### config.mk
export PLATFORM = sky130hd
export DESIGN_NAME = multicycle_ctrl
export DESIGN_NICKNAME = d
export VERILOG_FILES = /design/src/rtl/multicycle_ctrl.sv
export SDC_FILE = /design/constraint.sdc
export NUM_CORES = 1
export LEC_CHECK = 0
export BUFFER_PORTS_ARGS = -buffer_cell sky130_fd_sc_hd__buf_2
export CAP_MARGIN = 25
export CORE_MARGIN = 1.5
export CORE_UTILIZATION = 45
export CTS_BUF_LIST = sky130_fd_sc_hd__clkbuf_8 sky130_fd_sc_hd__clkbuf_16
export DETAILED_ROUTE_END_ITERATION = 16
export GPL_ROUTABILITY_DRIVEN = 1
export PLACE_DENSITY = 0.76
export SYNTH_ARGS = -nofsm -noshare
export SYNTH_HDL_FRONTEND = slang
export SYNTH_SLANG_ARGS = --single-unit
### constraint.sdc
create_clock -name clk_i -period 2.97 [get_ports clk_i]
set_input_delay 0.4455 -clock clk_i [delete_from_list [all_inputs] [get_ports clk_i]]
set_output_delay 0.4455 -clock clk_i [all_outputs]
set_load 0.02 [all_outputs]
### src/rtl/multicycle_ctrl.sv
// Moore sequencer for the multi-cycle MIPS-subset datapath: steps each instruction
// through fetch/decode/execute/memory/write-back and drives every select and enable.
module multicycle_ctrl (
  input  logic       clk_i,
  input  logic       rst_i,
  input  logic [5:0] instr_op_i,
  input  logic [5:0] funct_i,
  input  logic       zero_i,
  input  logic       neg_i,
  input  logic       mem_ready_i,
  output logic       pc_write_o,
  output logic [1:0] pc_src_o,
  output logic       ir_write_o,
  output logic       iord_o,
  output logic       mem_read_o,
  output logic       mem_write_o,
  output logic       alu_src_a_o,
  output logic [1:0] alu_src_b_o,
  output logic       se_o,
  output logic [2:0] alu_op_o,
  output logic       reg_write_o,
  output logic [1:0] reg_dst_o,
  output logic [1:0] mem_to_reg_o,
  output logic [3:0] state_o,
  output logic       instr_done_o,
  output logic       illegal_o
);

  typedef enum logic [3:0] {
    S_FETCH  = 4'd0,  S_DECODE = 4'd1,  S_EXEC_R = 4'd2,  S_EXEC_I = 4'd3,
    S_ADDR   = 4'd4,  S_MEM_RD = 4'd5,  S_MEM_WR = 4'd6,  S_WB_R   = 4'd7,
    S_WB_I   = 4'd8,  S_WB_MEM = 4'd9,  S_BRANCH = 4'd10, S_JUMP   = 4'd11
  } state_e;

  localparam logic [5:0] OP_RTYPE = 6'b000000, OP_ADDI = 6'b001000, OP_SLTIU = 6'b001011,
                         OP_LUI   = 6'b001111, OP_ORI  = 6'b001101, OP_LW    = 6'b100011,
                         OP_SW    = 6'b101011, OP_BEQ  = 6'b000100, OP_BNE   = 6'b000101,
                         OP_BLE   = 6'b000110, OP_BLTZ = 6'b000001, OP_J     = 6'b000010,
                         OP_JAL   = 6'b000011;
  localparam logic [5:0] FN_JR = 6'b001000;

  localparam logic [2:0] ALU_ADD = 3'b000, ALU_SUB = 3'b001, ALU_FN = 3'b010,
                         ALU_LUI = 3'b011, ALU_OR = 3'b100, ALU_SLTU = 3'b110;

  state_e state_q, state_d;

  always_ff @(posedge clk_i) begin
    if (rst_i) state_q <= S_FETCH;
    else       state_q <= state_d;
  end

  // I-type ALU setup is shared by EXEC_I and WB_I so the result stays stable during write-back
  logic [2:0] itype_op;
  logic       itype_se;
  always_comb begin
    itype_op = ALU_ADD;
    itype_se = 1'b1;
    case (instr_op_i)
      OP_SLTIU: itype_op = ALU_SLTU;
      OP_LUI:   itype_op = ALU_LUI;
      OP_ORI:   begin itype_op = ALU_OR; itype_se = 1'b0; end
      default:  itype_op = ALU_ADD;
    endcase
  end

  always_comb begin
    state_d      = state_q;
    pc_write_o   = 1'b0;
    pc_src_o     = 2'd0;
    ir_write_o   = 1'b0;
    iord_o       = 1'b0;
    mem_read_o   = 1'b0;
    mem_write_o  = 1'b0;
    alu_src_a_o  = 1'b0;
    alu_src_b_o  = 2'd0;
    se_o         = 1'b0;
    alu_op_o     = ALU_ADD;
    reg_write_o  = 1'b0;
    reg_dst_o    = 2'd0;
    mem_to_reg_o = 2'd0;
    instr_done_o = 1'b0;
    illegal_o    = 1'b0;
    state_o      = state_q;

    case (state_q)
      S_FETCH: begin
        mem_read_o  = 1'b1;
        alu_src_b_o = 2'd1;
        if (mem_ready_i) begin
          pc_write_o = 1'b1;
          ir_write_o = 1'b1;
          state_d    = S_DECODE;
        end
      end
      S_DECODE: begin
        alu_src_b_o = 2'd3;
        se_o        = 1'b1;
        case (instr_op_i)
          OP_RTYPE:                        state_d = (funct_i == FN_JR) ? S_JUMP : S_EXEC_R;
          OP_ADDI, OP_SLTIU, OP_LUI, OP_ORI: state_d = S_EXEC_I;
          OP_LW, OP_SW:                    state_d = S_ADDR;
          OP_BEQ, OP_BNE, OP_BLE, OP_BLTZ: state_d = S_BRANCH;
          OP_J, OP_JAL:                    state_d = S_JUMP;
          default: begin
            illegal_o    = 1'b1;
            instr_done_o = 1'b1;
            state_d      = S_FETCH;
          end
        endcase
      end
      S_EXEC_R: begin
        alu_src_a_o = 1'b1;
        alu_op_o    = ALU_FN;
        state_d     = S_WB_R;
      end
      S_WB_R: begin
        reg_write_o  = 1'b1;
        reg_dst_o    = 2'd1;
        instr_done_o = 1'b1;
        state_d      = S_FETCH;
      end
      S_EXEC_I, S_WB_I: begin
        alu_src_a_o = 1'b1;
        alu_src_b_o = 2'd2;
        alu_op_o    = itype_op;
        se_o        = itype_se;
        if (state_q == S_EXEC_I) begin
          state_d = S_WB_I;
        end else begin
          reg_write_o  = 1'b1;
          instr_done_o = 1'b1;
          state_d      = S_FETCH;
        end
      end
      S_ADDR: begin
        alu_src_a_o = 1'b1;
        alu_src_b_o = 2'd2;
        se_o        = 1'b1;
        state_d     = (instr_op_i == OP_LW) ? S_MEM_RD : S_MEM_WR;
      end
      S_MEM_RD: begin
        mem_read_o = 1'b1;
        iord_o     = 1'b1;
        if (mem_ready_i) state_d = S_WB_MEM;
      end
      S_MEM_WR: begin
        mem_write_o = 1'b1;
        iord_o      = 1'b1;
        if (mem_ready_i) begin
          instr_done_o = 1'b1;
          state_d      = S_FETCH;
        end
      end
      S_WB_MEM: begin
        reg_write_o  = 1'b1;
        mem_to_reg_o = 2'd1;
        instr_done_o = 1'b1;
        state_d      = S_FETCH;
      end
      S_BRANCH: begin
        alu_src_a_o  = 1'b1;
        alu_op_o     = ALU_SUB;
        pc_src_o     = 2'd1;
        instr_done_o = 1'b1;
        state_d      = S_FETCH;
        case (instr_op_i)
          OP_BEQ:  pc_write_o = zero_i;
          OP_BNE:  pc_write_o = !zero_i;
          OP_BLE:  pc_write_o = zero_i | neg_i;
          OP_BLTZ: pc_write_o = neg_i;
          default: pc_write_o = 1'b0;
        endcase
      end
      S_JUMP: begin
        pc_write_o   = 1'b1;
        instr_done_o = 1'b1;
        state_d      = S_FETCH;
        pc_src_o     = (instr_op_i == OP_RTYPE) ? 2'd3 : 2'd2;
        if (instr_op_i == OP_JAL) begin
          reg_write_o  = 1'b1;
          reg_dst_o    = 2'd2;
          mem_to_reg_o = 2'd2;
        end
      end
      default: state_d = S_FETCH;
    endcase

    // reset blanks every output so an abandoned instruction cannot strobe anything
    if (rst_i) begin
      pc_write_o   = 1'b0;
      pc_src_o     = 2'd0;
      ir_write_o   = 1'b0;
      iord_o       = 1'b0;
      mem_read_o   = 1'b0;
      mem_write_o  = 1'b0;
      alu_src_a_o  = 1'b0;
      alu_src_b_o  = 2'd0;
      se_o         = 1'b0;
      alu_op_o     = 3'd0;
      reg_write_o  = 1'b0;
      reg_dst_o    = 2'd0;
      mem_to_reg_o = 2'd0;
      instr_done_o = 1'b0;
      illegal_o    = 1'b0;
      state_o      = 4'd0;
    end
  end

endmodule

Yosys cells after proc, flatten, opt, wreduce, memory -nomap -nowiden
Cells that the tools add are included.
{"block": "totals", "ff_bits": 4, "input_bits": 17, "out_inout_bits": 25, "word_cells": 94}
{"block": "op_classes", "eq_ne": 27, "muxes": 48, "n_bitwise": 1, "reduce_logical": 17}
{"cell": "$eq A6 B4 Y1 const B", "count": 5}
{"cell": "$pmux W4 S7", "count": 1}
{"cell": "$mux W4", "count": 6}
{"cell": "$mux W1", "count": 22}
{"cell": "$pmux W4 S5", "count": 1}
{"cell": "$eq A6 B3 Y1 const B", "count": 3}
{"cell": "$pmux W3 S3", "count": 2}
{"cell": "$eq A4 B3 Y1 const B", "count": 4}
{"cell": "$eq A4 B4 Y1 const B", "count": 4}
{"cell": "$reduce_or A2 Y1", "count": 7}
{"cell": "$reduce_or A13 Y1", "count": 1}
{"cell": "$eq A6 B2 Y1 const B", "count": 2}
{"cell": "$eq A6 B6 Y1 const B", "count": 2}
{"cell": "$mux W2", "count": 6}
{"cell": "$pmux W2 S2", "count": 3}
{"cell": "$reduce_or A4 Y1", "count": 3}
{"cell": "$eq A4 B2 Y1 const B", "count": 2}
{"cell": "$pmux W1 S4", "count": 2}
{"cell": "$eq A6 B1 Y1 const B", "count": 1}
{"cell": "$logic_not A6 Y1", "count": 1}
{"cell": "$ne A2 B2 Y1 const B", "count": 3}
{"cell": "$pmux W1 S3", "count": 2}
{"cell": "$pmux W2 S3", "count": 1}
{"cell": "$reduce_or A5 Y1", "count": 1}
{"cell": "8 further kinds", "count": 8}

Longest topological paths before layout
Gate-level depths: netlist of run 1.
{"block": "depth", "depth_word": 5, "ltp_mapped": 7, "mapped_depth_nobuf": 5}

Worst setup path after synthesis of run 1
No wires, ideal clock.
{"block": "synth_path", "path_type": "input to output", "startpoint": "input port rst_i", "endpoint": "output port reg_write_o", "arrival_ns": 2.017, "required_time_ns": 2.525, "path_slack_ns": 0.508, "path_stages": 6, "n_path_buf": 1, "path_cell_list": "buf_2 > nor2b_1 > nand2_1 > nor2_1 > and3_1 > or2_1"}
{"block": "synth_via", "elab_chain_cells": 1}
{"item": "start: declaration", "line_no": "5", "text": "input logic rst_i,"}
{"item": "$mux W1", "line_no": "189", "text": "if (rst_i) begin"}
{"item": "end: declaration", "line_no": "21", "text": "output logic reg_write_o,"}
Every way passes these cells.

Worst setup path in the final report of run 1
{"block": "layout_path", "startpoint": "register state_q[3]", "endpoint": "output port se_o"}
{"block": "layout_via", "elab_chain_cells": 4, "elab_cells_between_ends": 8, "classes_between": "4 x eq/ne; 2 x mux; 2 x reduce/logical"}
{"item": "start: declaration", "line_no": "45", "text": "state_e state_q, state_d;"}
{"item": "start signal: assignment", "line_no": "49", "text": "else state_q <= state_d;"}
{"item": "$eq A4 B1 Y1 (tied with other cells)", "line_no": "85", "text": "case (state_q)"}
{"item": "$reduce_or A2 Y1, on equally long branches"}
{"item": "$pmux W1 S2 *", "line_no": "85"}
{"item": "$mux W1 *", "line_no": "189"}
{"item": "end: declaration", "line_no": "19", "text": "output logic se_o,"}
Mark *: on every way between the ends. The rest lies on a longest branch, timed or not.

==> metrics, run 1 <==
Fin Clk Skew between 0.002 and 0.0025 ns; Sum Neg Setup Slack 0 ns; Max-slew headroom 0.5471; number of fill cells about 190; CP startpoint kind flip-flop; max incr delay on CP between 0.7 and 0.8 ns; CTS root buf clkbuf_8; Post-synth EDFFs 0; Hold Worst Slack 0.5200 ns; ant diodes 0; power after layout 0.3234 mW; All-Layer GR Usage 0.2267; # setup viols final 0; DRT Pass-1 Iters 5; initial antenna violation count 0; Worst Path Class, Setup flip-flop to primary output; WP data required 2.52 ns; largest net degree at the start of global routing 22; nets 202; post-DR wirelength/cell 12.88 um; multi-input logic area 770.7 um2; Ports 42; die area between 0.002 and 0.0025 mm2; remaining antenna violation count 0; DR iter-0 viols 54; Finished Cell Area between 0.001 and 0.0015 mm2; CTS tree done; worst vdd rail ir drop 0.0001784 V; PostCTS Resize Cnt 0; P per Cell Area 282.2 mW/mm2; core area 0.001982 mm2; hpwl dp roughly 2000 um; final WL 2705 um; Pleak 0.5172 nW; Min-Delay Path Class input port to flip-flop; Synth Flop Type dfxtp_1; insertion delay to the later sink of the worst-skew pair 0.22 ns; die extent in y 49.06 um; number of I/O port buffers 41; Synth Warn # 0; Placer Congestion 0.8690; Max Buffers Root-to-Sink 2; post-route minimum period 2.341 ns; Max Cap Viol 0; layout cells sized above 1 0.2732; Mapped Cells 154; first-pass GRT wire length 4471 um; fin crit share 0.7884; synth-to-layout area growth 20.05%; Largest register FFs 4; Slew @ Worst Pin 0.6784 ns; Slew Limit Fails 0; vias in the first global route 983; syn nets between 150 and 200; # rows 16; Largest regs state_q: 4 flops; Via density 5.857; maximum fanout along the worst path 21; Most flops, register state_q; DRC Markers 0; ys async rst share 0; highest clock rate approximately 430 MHz; CTS Buf Count 3; sequential-to-total area share from yosys stat 0.08388; clk slew on worst S/H paths 0.03 ns; CP endpoint kind primary output; crit-path cells nor2b_2 > o21ai_1 > a21oi_1 > o41a_1 > buf_2; post-CTS setup buffer count 0; RSZ-0062 raised after global routing false; Unique masters post-synth 46; #FFs+latches synth 4; outcome completed; crit path DAT 1.90 ns; # clock sinks 4; Final Hold Viols 0; Cell Area, Placed around 0.0011 mm2; via count 1230; initial core utilization 0.4817; Crit-path slowest cell dfxtp_1; Hold Buf Count CTS 0; Die W 49.06 um; total congestion overflow 0; syn avg cell area 6.199 um2; H-tree depth 1; Mapped Area 954.7 um2; Storage cell area approximately 80 um2
## cells by family after synthesis
group | share of synthesized area
and+or+nand+nor | 0.4849
xor gates and xnor gates | 0.02753
AOI/OAI and AO/OA | 0.2949
buffers and inverters | 0.1088
DFF | 0.08388
## critical path: cells and delay by family, from the launching register on
kind	cells	cell delay [ns]
flip-flops	1	0.71
AO/OA/AOI/OAI	3	0.50
AND/OR/NAND/NOR	1	0.31
buffers and inverters	1	0.16
## layout make-up
cell class                 count  share of cell area
tap                           27             0.02948
clock buffer                   3             0.03603
inverter                       2            0.006550
multi-input combinational    132              0.6725
timing repair buffer          42              0.1856
sequential                     4             0.06987
## synthesized netlist by cell type, types with 4 or more instances
cell	number	area (um2)
nand2_1	17	63.81
nand2b_1	6	37.54
nor4_1	4	25.02
nor2b_1	7	43.79
o21ai_1	5	25.02
nor3_1	7	35.03
a21oi_1	12	60.06
nand3_1	4	20.02
nor2_1	23	86.33
buf_2	8	40.04
dfxtp_1	4	80.08
o21ai_0	4	20.02
## layout by cell type, fill, tap and decap left out, types with 2 or more instances in the layout
cell type	synthesis	routed
nand2b_1	6	6
o21bai_1	2	2
o32ai_1	2	2
clkbuf_8	0	3
dfxtp_1	4	4
buf_2	8	41
o22ai_1	2	2
nor3_1	7	7
nor3b_1	2	2
and4b_1	2	2
a41oi_1	3	3
nand2_1	17	17
o21ai_0	4	4
a31oi_1	2	2
inv_1	2	2
nor2b_1	7	7
nor2_1	23	23
and2b_1	3	3
nor4_1	4	4
nand3_1	4	4
a21oi_1	12	12
and3_1	3	3
o21ai_1	5	5
xnor2_1	2	2
## report_power, final
| group | switching (mW) | leakage [nW] | internal, mW |
|---|---|---|---|
| Clock | 0.0275 | 0.0216 | 0.0863 |
| Sequential | 0.0124 | 0.0325 | 0.0570 |
| Combinational | 0.0866 | 0.463 | 0.0536 |
## metal layers
metal	wire [um]	track usage
met4	11	0.06667
met3	231	0.03681
met5	0	0
met1	1222	0.3258
met2	1239	0.3446
## stage by stage
| stage | utilization | instances | worst slack, ns |
|---|---|---|---|
| after floorplan | - | 154 | 0.5075 |
| after global placement | 0.5574 | 207 | 0.8936 |
| after detailed placement | 0.5574 | 207 | 0.8096 |
| after CTS | 0.5783 | 210 | 0.6455 |
| after global routing | 0.5783 | 210 | 0.5087 |
| final | 0.5783 | 210 | 0.6285 |
## final timing paths
| path | to | cells after the start | slack [ns] | start |
|---|---|---|---|---|
| worst min register to register | state_q[1] | 2 | 0.82 | state_q[1] |
| worst min-delay path | state_q[2] | 2 | 0.52 | mem_ready_i |
| worst max-delay path | se_o | 5 | 0.63 | state_q[3] |
| worst max register to register | state_q[0] | 5 | 1.08 | state_q[3] |
(Power assumes the default switching activity.)
==> run 2, diff against run 1 <==
==> constraint.sdc (replaced) <==
create_clock -name clk_i -period 2.2 [get_ports clk_i]
set_input_delay 0.33 -clock clk_i [delete_from_list [all_inputs] [get_ports clk_i]]
set_output_delay 0.33 -clock clk_i [all_outputs]
set_load 0.02 [all_outputs]
==> run 2 against run 1 <==
Against the previous run: hold slack worse by 0.13 ns; count of clock-buffer cells in the layout did not move; first-iteration DRC count decreased by 20%; clock power up 37%; clock skew rose by 0.0028 ns; highest routed layer unchanged.
==> metrics, run 2 (synthesis results as in run 1) <==
initial antenna violation count 0; r2r startpoint state_q[2]; nets 204; Sum Neg Setup Slack 0 ns; Top delay family on crit path simple AND/OR/NAND/NOR gates; worst path bufs/invs 1; Largest register FFs 4; max incr delay on CP roughly 0.5 ns; hpwl dp about 2000 um; Ports 42; PostCTS Resize Cnt 1; CP endpoint kind primary output; final WL about 2800 um; Slew Limit Fails 0; hold path startpoint mem_ready_i; RSZ-0062 raised after global routing false; highest clock rate ~490 MHz; # setup viols final 0; H-tree depth 1; worst vdd rail ir drop 0.0003416 V; number of fill cells between 150 and 200; Max Cap Viol 0; CTS tree done; Cells on Worst Hold Path 2; Slew @ Worst Pin 0.4268 ns; die area 0.002407 mm2; CTS Buf Count 3; reg2reg end state_q[0]; most common library cell in the layout ignoring fill and taps buf_2; post-route minimum period between 2 and 2.5 ns; All-Layer GR Usage 0.2343; via count 1241; outcome completed; largest net degree at the start of global routing 22; layout cells sized above 1 0.2973; CP startpoint kind flip-flop; initial core utilization 0.4817; total congestion overflow 0; DRC Markers 0; most frequent cells in the layout buf_2, nor2_1, nand2_1; Placer Congestion around 0.86; multi-input logic area 773.2 um2; final setup margin roughly 0.16 ns; Hold Buf Count CTS 0; fin crit share 0.9255; ant diodes 0; remaining antenna violation count 0; Pleak about 0.53 nW; first-pass GRT wire length 4609 um; cell count of the worst reg-to-reg path 5; maximum fanout along the worst path 9; Max-slew headroom 0.7081; # clock sinks 4; crit-path cells nor2b_1 > nand2_1 > nor2_2 > and3_1 > or2_1 > buf_2; post-DR wirelength/cell 13.09 um; Die W roughly 49 um; CTS root buf clkbuf_8; Final Hold Viols 0; Min-Delay Path Class input port to flip-flop; core area 0.001982 mm2; insertion delay to the later sink of the worst-skew pair 0.22 ns; P per Cell Area 378.9 mW/mm2; Worst Path Class, Setup flip-flop to primary output; Max Buffers Root-to-Sink 2; Most flops, register state_q; Via density 5.854; crit path DAT 1.71 ns; Fin Clk Skew 0.004948 ns; end-of-flow core utilization 0.5884; synth-to-layout area growth 22.15%; # rows 16; Largest regs state_q: 4 flops; Crit-path slowest cell dfxtp_1; Worst R2R Setup Slack 0.56 ns; number of I/O port buffers 41; clk slew on worst S/H paths 0.04 ns; WP data required around 1.9 ns; DR iter-0 viols 43; Storage cell area between 80 and 90 um2; Finished Cell Area about 0.0012 mm2; Hold Path Sink state_q[2]; Cell Area, Placed 0.001122 mm2; vias in the first global route 1043; die extent in y 49.06 um; post-CTS setup buffer count 0; DRT Pass-1 Iters 4; power after layout 0.4418 mW; pre-CTS WS 0.2163 ns
## run 2: layout make-up
class / count / area share
inverter: 2 / 0.006438
sequential: 4 / 0.07082
timing repair buffer: 44 / 0.1953
tap: 27 / 0.02897
clock buffer: 3 / 0.03541
multi-input combinational: 132 / 0.6631
## run 2: how the worst max path moves through the flow
stage,start,slack [ns],depth (start not counted),end
floorplan,rst_i,0.07,6,reg_write_o
global placement,state_q[3],0.27,5,se_o
detailed placement,state_q[3],0.22,5,se_o
CTS,state_q[1],0.07,5,reg_write_o
global route,state_q[2],0.06,5,se_o
finish,state_q[0],0.16,6,reg_write_o
## run 2: per-layer routing
layer	part of all wire	GRT usage	up-vias
li1	-	-	624
met1	0.44	0.3116	541
met2	0.47	0.4122	74
met3	0.082	0.01840	2
met4	0.0043	0.04286	0
met5	0	0	-
## run 2: power breakdown
| part | internal, mW | switching (mW) | total, mW |
|---|---|---|---|
| Clock | 0.117 | 0.0396 | 0.156 |
| Combinational | 0.0739 | 0.121 | 0.195 |
| Sequential | 0.0771 | 0.0129 | 0.0900 |
## run 2: per-stage QoR
step / std cells / hold WS [ns]
3_3_place_gp: 209 / 0.6074
5_1_grt: 212 / 0.3901
6_report: 212 / 0.3881
4_1_cts: 212 / 0.3890
3_5_place_dp: 209 / 0.6178
2_1_floorplan: 154 / 0.4445
## run 2: worst register-to-register path, cell delays in order, from the launching register on
cell and delay, ns:
dfxtp_1 0.58, and2b_1 0.23, o21ai_1 0.10, a31o_1 0.26, a2111o_1 0.32, o211ai_2 0.07
